$ cat config.mk
export PLATFORM = sky130hd
export DESIGN_NAME = rf_wport_arbiter
export DESIGN_NICKNAME = d
export VERILOG_FILES = /design/src/rtl/rf_wport_arbiter.sv
export SDC_FILE = /design/constraint.sdc
export NUM_CORES = 1
export LEC_CHECK = 0
export BUFFER_PORTS_ARGS = -buffer_cell sky130_fd_sc_hd__buf_2
export CORE_MARGIN = 2
export CORE_UTILIZATION = 35
export CTS_BUF_LIST = sky130_fd_sc_hd__clkbuf_16
export DETAILED_ROUTE_END_ITERATION = 7
export GPL_ROUTABILITY_DRIVEN = 0
export PLACE_DENSITY = 0.66
export SYNTH_ARGS = -nofsm -noshare
export SYNTH_HDL_FRONTEND = slang
export SYNTH_SLANG_ARGS = --single-unit
export TNS_END_PERCENT = 5
$ cat constraint.sdc
create_clock -name clk -period 4.7 [get_ports clk]
set_clock_uncertainty 0.1 [all_clocks]
set_input_delay 0.47 -clock clk [delete_from_list [all_inputs] [get_ports clk]]
set_output_delay 0.47 -clock clk [all_outputs]
set_load 0.005 [all_outputs]
$ cat src/rtl/rf_wport_arbiter.sv
// -----------------------------------------------------------------------------
// rf_wport_arbiter
//
// Shares the register file's single write port between the in-order pipeline
// writeback (port A) and a long-latency completion source (port B). Each cycle
// one requester is granted and the winner is captured in a one-entry output
// register that drives the RF write bus, the decode forward/block bus and the
// debug trace. A saturating starvation counter forces B to win after
// STARVE_LIMIT consecutive contested losses.
//
// Parameters:
//   STARVE_LIMIT  consecutive B losses before B is forced to win (0: B always wins)
//   CNT_W         starvation counter width, 2^CNT_W-1 >= STARVE_LIMIT
//
// Ports:
//   clk, reset            clock, asynchronous active-high reset
//   a_valid/a_we/a_dest/a_wdata/a_pc   writeback request, a_ready = accepted
//   b_valid/b_dest/b_wdata/b_pc        long-latency request (always writes),
//                                      b_ready = accepted
//   rf_we/rf_waddr/rf_wdata            registered RF write port
//   arb_fwd_blk_bus                    {rf_we, rf_waddr} for decode interlock
//   debug_wb_*                         registered trace of the slot winner
// -----------------------------------------------------------------------------
module rf_wport_arbiter #(
    parameter int STARVE_LIMIT = 4,
    parameter int CNT_W        = 3
) (
    input  logic        clk,
    input  logic        reset,
    input  logic        a_valid,
    input  logic        a_we,
    input  logic [4:0]  a_dest,
    input  logic [31:0] a_wdata,
    input  logic [31:0] a_pc,
    output logic        a_ready,
    input  logic        b_valid,
    input  logic [4:0]  b_dest,
    input  logic [31:0] b_wdata,
    input  logic [31:0] b_pc,
    output logic        b_ready,
    output logic        rf_we,
    output logic [4:0]  rf_waddr,
    output logic [31:0] rf_wdata,
    output logic [5:0]  arb_fwd_blk_bus,
    output logic [31:0] debug_wb_pc,
    output logic [3:0]  debug_wb_rf_wen,
    output logic [4:0]  debug_wb_rf_wnum,
    output logic [31:0] debug_wb_rf_wdata
);

    localparam logic [CNT_W-1:0] LIMIT_C = CNT_W'(STARVE_LIMIT);

    logic             grant_a_s;
    logic             grant_b_s;
    logic [CNT_W-1:0] cnt_r;
    logic [CNT_W-1:0] cnt_nxt_s;

    logic             out_valid_r;
    logic             out_we_r;
    logic [4:0]       out_dest_r;
    logic [31:0]      out_data_r;
    logic [31:0]      out_pc_r;

    logic             out_valid_nxt_s;
    logic             out_we_nxt_s;
    logic [4:0]       out_dest_nxt_s;
    logic [31:0]      out_data_nxt_s;
    logic [31:0]      out_pc_nxt_s;

    // Grant: B wins when uncontested or once it has lost STARVE_LIMIT times in a row.
    always_comb begin
        grant_b_s = b_valid && (!a_valid || (cnt_r >= LIMIT_C));
        grant_a_s = a_valid && !grant_b_s;
    end

    assign a_ready = grant_a_s;
    assign b_ready = grant_b_s;

    // Starvation counter next state: count contested B losses, clear otherwise.
    always_comb begin
        cnt_nxt_s = cnt_r;
        if (grant_b_s || !b_valid) begin
            cnt_nxt_s = {CNT_W{1'b0}};
        end else if (grant_a_s) begin
            if (cnt_r >= LIMIT_C) begin
                cnt_nxt_s = LIMIT_C;
            end else begin
                cnt_nxt_s = cnt_r + CNT_W'(1);
            end
        end else begin
            cnt_nxt_s = cnt_r;
        end
    end

    // Output slot next state: winner payload; payload holds when the slot is idle.
    always_comb begin
        out_valid_nxt_s = 1'b0;
        out_we_nxt_s    = out_we_r;
        out_dest_nxt_s  = out_dest_r;
        out_data_nxt_s  = out_data_r;
        out_pc_nxt_s    = out_pc_r;
        if (grant_b_s) begin
            // B results always write; a GPR 0 target is dropped by the RF itself.
            out_valid_nxt_s = 1'b1;
            out_we_nxt_s    = 1'b1;
            out_dest_nxt_s  = b_dest;
            out_data_nxt_s  = b_wdata;
            out_pc_nxt_s    = b_pc;
        end else if (grant_a_s) begin
            out_valid_nxt_s = 1'b1;
            out_we_nxt_s    = a_we;
            out_dest_nxt_s  = a_dest;
            out_data_nxt_s  = a_wdata;
            out_pc_nxt_s    = a_pc;
        end else begin
            out_valid_nxt_s = 1'b0;
        end
    end

    // State registers; reset drops any pending write immediately.
    always_ff @(posedge clk or posedge reset) begin
        if (reset) begin
            cnt_r       <= {CNT_W{1'b0}};
            out_valid_r <= 1'b0;
            out_we_r    <= 1'b0;
            out_dest_r  <= 5'd0;
            out_data_r  <= 32'd0;
            out_pc_r    <= 32'd0;
        end else begin
            cnt_r       <= cnt_nxt_s;
            out_valid_r <= out_valid_nxt_s;
            out_we_r    <= out_we_nxt_s;
            out_dest_r  <= out_dest_nxt_s;
            out_data_r  <= out_data_nxt_s;
            out_pc_r    <= out_pc_nxt_s;
        end
    end

    // A slot taken by a non-writing A instruction is traced but does not write.
    assign rf_we             = out_valid_r && out_we_r;
    assign rf_waddr          = out_dest_r;
    assign rf_wdata          = out_data_r;
    assign arb_fwd_blk_bus   = {rf_we, out_dest_r};
    assign debug_wb_pc       = out_pc_r;
    assign debug_wb_rf_wen   = {4{rf_we}};
    assign debug_wb_rf_wnum  = out_dest_r;
    assign debug_wb_rf_wdata = out_data_r;

endmodule

==> summary.md <==
| Metric | Value |
|---|---|
| Num rows | `42` |
| CTS Buffer Depth | `2` |
| Cell area after synthesis | `0.00472 mm2` |
| Async SR Flop Fraction | `100%` |
| CTS Hold Buffers Added | `0` |
| Slew HR | `34.0%` |
| Final WL | `12,100 um` |
| Combinational Power Share | `24.0%` |
| Drt pass-1 iters | `4` |
| Mapped Nets | `590` |
| Drt first-iter violations | `135` |
| Buffers on Ports | `261` |
| Hold Crit Class | `in2reg` |
| Gr ovfl total | `0` |
| Vias in the first global route | `3,766` |
| Synth warnings | `0` |
| Worst r2r dst | `debug_wb_rf_wdata[5]` |
| Top cells by count, synth | `dfrtp_1 (74), inv_1 (72), a21oi_2 (69), o22ai_1 (69), mux2_1 (67)` |
| Status | `finished, final reports clean` |
| Netlist cell types | `20` |
| CTS Sinks | `74` |
| Final setup fails | `0` |
| Crit Path Category | `in2out` |
| Final Hold Slack | `0.256 ns` |
| Dominant cells by area after synthesis | `dfrtp_1 (39%), mux2_1 (16%), a21oi_2 (13%), o22ai_1 (9.1%), buf_4 (7.5%)` |
| Largest net degree at the start of global routing | `75` |
| PwrDens | `302 mW/mm2` |
| Final period utilization | `50.3%` |
| Hold depth | `3` |
| Worst R2R Start | `cnt_r[2]` |
| Min Tclk post-route | `2.36 ns` |
| Fin. Hold Viols | `0` |
| Slew @ Worst Pin | `0.990 ns` |
| Core area | `0.0132 mm2` |
| Post-synth EDFFs | `0` |
| Initial antenna violation count | `0` |
| Critical Path Fanout Max | `36` |
| Proportion of layout cells with a drive suffix above 1 | `54.9%` |
| Worst setup SP type | `input port` |
| Fmax | `423 MHz` |
| Synth top area share | `39.2%` |
| DRT met1 WL | `5160 um` |
| Ports | `262` |
| Cell count after synthesis | `445` |
| Syn_area_per_cell | `10.6 um2` |
| Initial core utilization | `35.8%` |
| Biggest area consumer among synthesized cells | `dfrtp_1` |
| Post-synthesis sequential area ratio | `39.2%` |
| DIE HEIGHT | `120 um` |
| Clock share of power | `34.0%` |
| Per-cell routed wire length | `14.6 um` |
| P&R area growth vs syn | `24.5%` |
| Arr. time, crit path | `1.79 ns` |
| Switching Share | `28.7%` |
| Resized Gates After CTS | `0` |
| GRT Util Overall | `16.6%` |
| Slowest CP cell | `and2_4` |
| Hpwl dp | `8470 um` |
| DR DRC count | `0` |
| Min-Delay Endpoint | `debug_wb_pc[4]` |
| Top FF cell, synth | `dfrtp_1` |
| Design Power | `0.00177 W` |
| Setup crit end kind | `primary output` |
| CTS tree | `yes` |
| Root Buffer | `clkbuf_16` |
| Reg2reg setup slack | `2.60 ns` |
| P_sw | `0.000510 W` |
| Slew Limit Fails | `0` |
| Vias per std cell | `4.73` |
| Crit path largest cell delay | `0.63 ns` |
| Highest routed metal layer | `met4` |
| Routed Antenna Nets | `0` |
| Metal3 WL | `903 um` |
| Int Power | `0.00126 W` |
| CP Cell Sequence | `buf_2 > buf_4 > and2_4 > buf_2` |
| Die area | `0.0144 mm2` |
| Worst IR Drop VDD | `0.176 mV` |
| Seq cells post-synth | `74` |
| Post-CTS setup buffers | `0` |
| Reg2reg path depth | `4` |
| Maximum capacitance violations | `0` |
| Top-count cell post-synth | `dfrtp_1` |
| WL met2 | `5830 um` |
| Setup total negative slack | `0 ns` |
| Clock Pin Slew Worst Setup and Hold Paths | `0.06 ns` |
| Reg power frac | `42.0%` |
| RSZ-0062 raised after global routing | `no` |
| Number of buffers created by CTS | `9` |
| Final net count | `790` |
| CP Data Required Time | `4.13 ns` |
| Leak | `3.00 nW` |
| Die Width | `120 um` |
| # H-tree levels | `3` |
| Diodes inserted | `0` |
| Routed vias | `3,899` |
| Crit path top cell by count | `buf_2` |
| First-pass GRT wire length | `18,800 um` |
| HP Start | `b_pc[4]` |
| Clock latency on the worst-skew pair | `0.33 ns` |
## sequential cells by signal, summed over array words and instances, names as in the netlist
| signal | flops |
|---|---|
| debug_wb_pc | 32 |
| out_valid_r | 1 |
| debug_wb_rf_wnum | 5 |
| cnt_r | 3 |
| out_we_r | 1 |
| debug_wb_rf_wdata | 32 |
## power by group through the flow
stage	registers [W]	logic (W)	clock network [W]
finish	0.000744	0.000426	0.000604
global route	0.000753	0.000472	0.000651
CTS	0.000745	0.000432	0.000624
detailed placement	0.000756	0.000432	0
global placement	0.000752	0.000426	0
floorplan	0.000755	0.000297	0
## layer usage
layer / vias up / track usage (%)
met3: 11 / 4.43
li1: 1890 / -
met2: 162 / 28.1
met1: 1836 / 20.5
met5: - / 0
met4: 0 / 5.29
## worst max path at each step
stage,endpoint,slack (ns),startpoint
finish,b_ready,2.34,b_valid
CTS,b_ready,2.28,b_valid
global placement,debug_wb_rf_wdata[1],2.17,b_valid
detailed placement,debug_wb_rf_wdata[5],2.08,b_valid
global route,b_ready,2.23,b_valid
floorplan,cnt_r[0],2.25,reset
## cells in the final DEF (no fill, tap or decap), drive strengths merged
cell type / instances
buf: 268
dfrtp: 74
inv: 72
mux2: 70
o22ai: 69
a21oi: 69
clkbuf: 9
clkinv: 6
and3: 3
ha: 2
and2: 2
or2: 1
nand2b: 1
and2b: 1
a21boi: 1
o22a: 1
## cells by family (layout without fill, tap and decap cells)
| family | count (synthesis) | after routing | synth area share (%) |
|---|---|---|---|
| adder cells (fa/ha/maj) | 2 | 2 | 0.530 |
| flip-flops | 74 | 74 | 39.2 |
| AO/OA/AOI/OAI | 140 | 140 | 22.3 |
| buffers and inverters | 151 | 355 | 20.1 |
| multiplexers | 70 | 70 | 16.7 |
| AND/OR/NAND/NOR | 8 | 8 | 1.19 |
## through the flow
stage                     instances  cell area (um2)  utilization, %  setup WS, ns
final                           825             5880            44.6          2.34
after global routing            825             5880            44.6          2.23
after CTS                       825             5880            44.6          2.28
after detailed placement        810             5630            42.7          2.08
after global placement          810             5630            42.7          2.17
after floorplan                 445             4720               -          2.25
## critical path: cells and delay by family
family	cells	cell delay [ns]
buffers and inverters	3	0.65
AND/OR/NAND/NOR	1	0.63
## cell type report
cell class / instances / area, um2
clock inverter: 6 / 26.3
sequential: 74 / 1850
clock buffer: 9 / 225
inverter: 72 / 272
timing repair buffer: 268 / 1360
multi-input combinational: 220 / 1920
fill: 1293 / 7310
tap: 176 / 220
Note: power is estimated with default switching activity, not from simulation.
